[src/rtl/spi_controller.sv]
// SPI master (mode 0, MSB first) behind a 4-register bus interface.
// All state advances on the falling edge of i_clk; i_rst is async active-low.
module spi_controller (
    input  logic       i_clk,
    input  logic       i_rst,
    input  logic       i_cs,
    input  logic       i_rwb,
    input  logic [1:0] i_addr,
    input  logic [7:0] i_data,
    output logic [7:0] o_data,
    output logic       o_spi_cs,
    output logic       o_spi_clk,
    output logic       o_spi_mosi,
    input  logic       i_spi_miso
);

    typedef enum logic {ST_IDLE, ST_SHIFT} state_t;

    state_t     state_q, state_d;
    logic       csen_q, csen_d;
    logic       done_q, done_d;
    logic [7:0] clkdiv_q, clkdiv_d;
    logic [7:0] div_q, div_d;
    logic [7:0] cnt_q, cnt_d;
    logic [3:0] edge_q, edge_d;
    logic [7:0] tx_q, tx_d;
    logic [7:0] rx_q, rx_d;
    logic [7:0] rxdata_q, rxdata_d;
    logic       sclk_q, sclk_d;
    logic       mosi_q, mosi_d;

    logic wr_en, rd_en, busy;

    assign wr_en = i_cs & ~i_rwb;
    assign rd_en = i_cs & i_rwb;
    assign busy  = (state_q == ST_SHIFT);

    always_ff @(negedge i_clk or negedge i_rst) begin
        if (!i_rst) begin
            state_q  <= ST_IDLE;
            csen_q   <= 1'b0;
            done_q   <= 1'b0;
            clkdiv_q <= 8'h03;
            div_q    <= 8'h00;
            cnt_q    <= 8'h00;
            edge_q   <= 4'h0;
            tx_q     <= 8'h00;
            rx_q     <= 8'h00;
            rxdata_q <= 8'h00;
            sclk_q   <= 1'b0;
            mosi_q   <= 1'b0;
        end else begin
            state_q  <= state_d;
            csen_q   <= csen_d;
            done_q   <= done_d;
            clkdiv_q <= clkdiv_d;
            div_q    <= div_d;
            cnt_q    <= cnt_d;
            edge_q   <= edge_d;
            tx_q     <= tx_d;
            rx_q     <= rx_d;
            rxdata_q <= rxdata_d;
            sclk_q   <= sclk_d;
            mosi_q   <= mosi_d;
        end
    end

    always_comb begin
        state_d  = state_q;
        csen_d   = csen_q;
        done_d   = done_q;
        clkdiv_d = clkdiv_q;
        div_d    = div_q;
        cnt_d    = cnt_q;
        edge_d   = edge_q;
        tx_d     = tx_q;
        rx_d     = rx_q;
        rxdata_d = rxdata_q;
        sclk_d   = sclk_q;
        mosi_d   = mosi_q;

        if (wr_en && i_addr == 2'd1) csen_d   = i_data[0];
        if (wr_en && i_addr == 2'd2) clkdiv_d = i_data;
        // Completion below overrides this clear when both land on one edge.
        if (rd_en && i_addr == 2'd0) done_d   = 1'b0;

        case (state_q)
            ST_IDLE: begin
                if (wr_en && i_addr == 2'd0) begin
                    state_d = ST_SHIFT;
                    tx_d    = i_data;
                    mosi_d  = i_data[7];
                    div_d   = clkdiv_q;
                    cnt_d   = 8'h00;
                    edge_d  = 4'h0;
                end
            end
            ST_SHIFT: begin
                if (cnt_q == div_q) begin
                    cnt_d  = 8'h00;
                    edge_d = edge_q + 4'd1;
                    if (!sclk_q) begin
                        sclk_d = 1'b1;
                        rx_d   = {rx_q[6:0], i_spi_miso};
                    end else if (edge_q == 4'd15) begin
                        sclk_d   = 1'b0;
                        rxdata_d = rx_q;
                        done_d   = 1'b1;
                        state_d  = ST_IDLE;
                    end else begin
                        sclk_d = 1'b0;
                        tx_d   = {tx_q[6:0], 1'b0};
                        mosi_d = tx_q[6];
                    end
                end else begin
                    cnt_d = cnt_q + 8'd1;
                end
            end
            default: state_d = ST_IDLE;
        endcase
    end

    always_comb begin
        o_data = 8'h00;
        if (rd_en) begin
            case (i_addr)
                2'd0:    o_data = rxdata_q;
                2'd1:    o_data = {busy, done_q, 5'b00000, csen_q};
                2'd2:    o_data = clkdiv_q;
                default: o_data = 8'h00;
            endcase
        end
    end

    assign o_spi_cs   = ~csen_q;
    assign o_spi_clk  = sclk_q;
    assign o_spi_mosi = mosi_q;

endmodule

[config.mk]
export PLATFORM = sky130hd
export DESIGN_NAME = spi_controller
export DESIGN_NICKNAME = d
export VERILOG_FILES = /design/src/rtl/spi_controller.sv
export SDC_FILE = /design/constraint.sdc
export NUM_CORES = 1
export LEC_CHECK = 0
export CORE_ASPECT_RATIO = 1.4
export CORE_MARGIN = 3
export CORE_UTILIZATION = 36
export CTS_CLUSTER_SIZE = 10
export DETAILED_ROUTE_END_ITERATION = 10
export GPL_TIMING_DRIVEN = 0
export PLACE_DENSITY_LB_ADDON = 0.25
export SLEW_MARGIN = 20
export SYNTH_ARGS = -nofsm -noshare
export SYNTH_HDL_FRONTEND = slang
export SYNTH_SLANG_ARGS = --single-unit
[constraint.sdc]
create_clock -name i_clk -period 3.6 [get_ports i_clk]
set_clock_uncertainty 0.15 [all_clocks]
set_input_delay 0.72 -clock i_clk [delete_from_list [all_inputs] [get_ports i_clk]]
set_output_delay 0.72 -clock i_clk [all_outputs]
set_load 0.01 [all_outputs]
# == Word level (Yosys, flattened, before mapping) ==
# Index checks and enable logic that the tools add are counted.
# word_totals
regBits,56
in_bits,15
elab_cells,68
# op_classes
add_sub_neg,2
eq_ne,8
muxes,29
bitwise_logic,6
n_reduce_logical,11
# op_table
operator,count
7-bit two-way mux,4
8-bit two-way mux,3
8-bit one-hot mux with 3 select lines,1
8-bit one-hot mux with 2 select lines,1
1-bit two-way mux,14
7-bit one-hot mux with 2 select lines,1
"8-bit by 1-bit adder with 8-bit output, second input constant",1
8-bit equality test,1
4-bit two-way mux,2
4-bit one-hot mux with 2 select lines,1
4-bit AND reduction,2
2-bit AND reduction,3
"4-bit by 1-bit adder with 4-bit output, second input constant",1
"4-bit equality test, second input constant",1
1-bit logical AND,4
"2-bit by 1-bit != test with 1-bit output, second input constant",2
"2-bit != test, second input constant",2
1-bit NOT,4
1-bit one-hot mux with 2 select lines,2
3-bit AND reduction,1
1-bit AND,2
"2-bit by 1-bit equality test with 1-bit output, second input constant",1
"2-bit equality test, second input constant",1
2-bit logical NOT,1

# == Depth between registers and ports, before layout ==
# depth
depth_word,7
ltp_mapped,6
mapped_depth_nobuf,5

==> results.py <==
metrics = {
    "route": {
        "drc": 0,
        "viasPerCell": 5.13,
        "num_vias": 2077,
        "dr.pass1.iters": 4,
        "routed.top_layer": "met4",
        "wl_um": 6480,
        "wl_per_cell_um": 16.0,
        "antenna_violating_nets_post_route": 0,
        "wl_met3_um": 167,
        "drtIter0Drc": 99,
        "drt-met1-wl_um": 2790,
        "wl_met2_um": 3440,
    },
    "global_route": {
        "gr-total-overflow": 0,
        "grt_antenna_before_repair": 0,
        "grt_pass1_wl_um": 10800,
        "grt.total_usage": 0.154,
        "grt_pass1_vias": 2138,
        "grt_max_degree": 47,
    },
    "floorplan": {
        "dieArea_um2": 8910,
        "pin_count": 26,
        "rows": 37,
        "fp.coreArea_um2": 7450,
        "die_h_um": 110,
        "start_util": 0.377,
        "die_x_um": 80.6,
    },
    "place": {
        "place_area_um2": 3280,
        "port_buffers": 25,
        "place_hpwl_um": 4560,
        "gp_congestion": 0.779,
        "dp_slack_ns": -0.971,
    },
    "cells_and_area": {
        "syn_to_final_growth_pct": 28.0,
        "fin_area_um2": 3590,
        "nets": 324,
        "drive_gt1_frac": 0.325,
        "diodes": 0,
    },
    "yosys": {
        "yosys_warnings": 0,
        "async_flop_share": 1.00,
        "synthCells": 250,
        "ys.flop_type": "dfrtn_1",
        "synth_seq_cells": 56,
        "synth_area_um2": 2810,
        "syn_nets": 267,
        "ys_types": 43,
        "syn_area_per_cell_um2": 11.2,
        "synth-seq-area-share": 0.500,
        "synth_edf_count": 0,
    },
    "job": {
        "max_cap_viol_count": 0,
    },
    "worst_hold_path": {
        "hold_path_class": "reg -> reg",
    },
    "sta": {
        "worst_pin_slew_ns": 0.438,
        "setup_tns_ns": -2.32,
        "drv_slew": 0,
        "relSlewSlack": 0.706,
        "finalHoldViolCount": 0,
        "rsz0062_at_grt": "true",
        "setup_viol_count_final": 16,
        "setup_ws_ns": -0.412,
        "holdWs_ns": 0.300,
    },
    "critical_path": {
        "worst-path-max-fanout": 3,
        "critPathMaxStageDelay_ns": 0.53,
        "cp.arrival_ns": 3.14,
        "path_cells": "mux2i_1 > nor2_1 > a21oi_1 > nor2_1 > buf_2",
        "cp_num_buf_inv": 1,
        "path_class": "reg -> out",
        "cp_top_family": "flip-flops",
        "cp_common_cell": "nor2_1",
        "critPathRequiredTime_ns": 2.73,
        "crit_path_end_kind": "primary output",
        "startpoint_type": "register",
        "cp_slowest_cell": "dfstp_2",
    },
    "outcome": {
        "failed_checks": "negative setup slack",
        "outcome": "finished, violations left",
    },
    "clock_network": {
        "clockRootBuffer": "clkbuf_8",
        "htree_levels": 2,
        "max-clock-path-buffers": 2,
        "clock_latency_ns": 0.36,
        "clock_sinks": 56,
        "clkTransAtPathRegs_ns": 0.06,
        "cts_tree": "built",
        "numCtsBuffers": 5,
    },
    "power_and_ir_drop": {
        "power_density_nw_per_um2": 649,
        "ir_drop_v": 0.000339,
        "power.leakage_nw": 1.71,
    },
}
[what timing repair did]
item / CTS / global route
setup buffers: 16 / 8
gates cloned: 0 / 1
hold buffers: 0 / 0
resized for setup: 77 / 20
pin swaps: 5 / 9
setup endpoints to repair: 50 / 39
[synthesized netlist by cell type (all sizes together), types with 3 or more instances]
cell type  instances  area, µm²
buf                9       46.3
nand4b             3       41.3
a21o               4       30.0
nor2b              3       18.8
xor2              11       96.3
dfrtn             54       1350
nand3              8       45.0
nand2             21       78.8
o21ai              7       35.0
nor2              22       82.6
o22ai              7       43.8
o211ai             6       45.0
inv                4       15.0
nand2b            10       62.6
mux2i              8       80.1
a32oi              7       61.3
and2               3       18.8
a21oi              5       25.0
nand4              3       33.8
mux2              32        360
clkbuf             4       15.0
[per-layer routing]
metal,GRT usage,vias up
met4,0.0338,0
li1,-,1010
met1,0.198,1026
met5,0,-
met2,0.272,35
met3,0.0204,6
[cells by family after synthesis]
kind of cell             share of synthesized area
adder cells (fa/ha/maj)                    0.00891
flip-flops                                   0.500
AND/OR/NAND/NOR                              0.175
buffers and inverters                       0.0272
XOR/XNOR                                    0.0374
multiplexers                                 0.157
AO/OA/AOI/OAI                               0.0945
[final timing paths]
kind / startpoint / to / slack [ns] / cells after the start
min in group asynchronous: i_rst / o_spi_clk / 1.78 / 1
worst min register to register: rx_q[7] / rx_q[7] / 0.30 / 1
worst max-delay path: clkdiv_q[0] / o_data[0] / -0.41 / 5
max in group asynchronous: i_rst / clkdiv_q[1] / 0.93 / 2
worst max register to register: cnt_q[2] / edge_q[1] / 1.42 / 5
worst min-delay path: rx_q[7] / rx_q[7] / 0.30 / 1
[worst reg2reg max path: stages (launching register included)]
cell and delay [ns]:
dfrtn_1 0.53, xor2_1 0.14, nor4_4 0.46, buf_2 0.33, and2_1 0.29, o211ai_1 0.13
[per-stage QoR]
step	total power, mW	util	cells
3_5_place_dp	1.90	0.440	373
3_3_place_gp	1.87	0.437	372
4_1_cts	2.31	0.467	397
5_1_grt	2.49	0.482	405
6_report	2.33	0.482	405
2_1_floorplan	1.64	-	250
[sequential cells by signal (all words and copies together) (netlist names)]
signal	count
clkdiv_q	8
cnt_q	8
div_q	8
rx_q	8
rxdata_q	8
tx_q	7
edge_q	4
busy	1
csen_q	1
done_q	1
o_spi_clk	1
o_spi_mosi	1
[cells in the final DEF, fill, tap and decap left out, drive strengths merged, types with 3 or more instances in the layout]
cell type and count:
o22ai 7, nand2b 10, nor2 22, nand3 8
and2 3, clkbuf 6, nand2 21, mux2i 8
mux2 32, a21o 4, xor2 11, nor2b 3
a21oi 5, clkdlybuf4s50 9, inv 5, o21ai 7
nand4b 3, nand4 3, clkinv 3, dfrtn 54
o211ai 6, a32oi 7, buf 52
[layout make-up]
cell class                 count  area [µm²]
buffer                        11        96.3
clock buffer                   5        68.8
clock inverter                 5        33.8
fill                         693        3860
inverter                       3        11.3
multi-input combinational    177        1420
sequential                    56        1400
tap                           97         121
timing repair buffer          51         440
[power breakdown]
part	internal [mW]	total, mW	switching (mW)
clock	0.144	0.365	0.221
combinational	0.473	0.973	0.499
sequential	0.837	0.996	0.158
(Power assumes the default switching activity.)
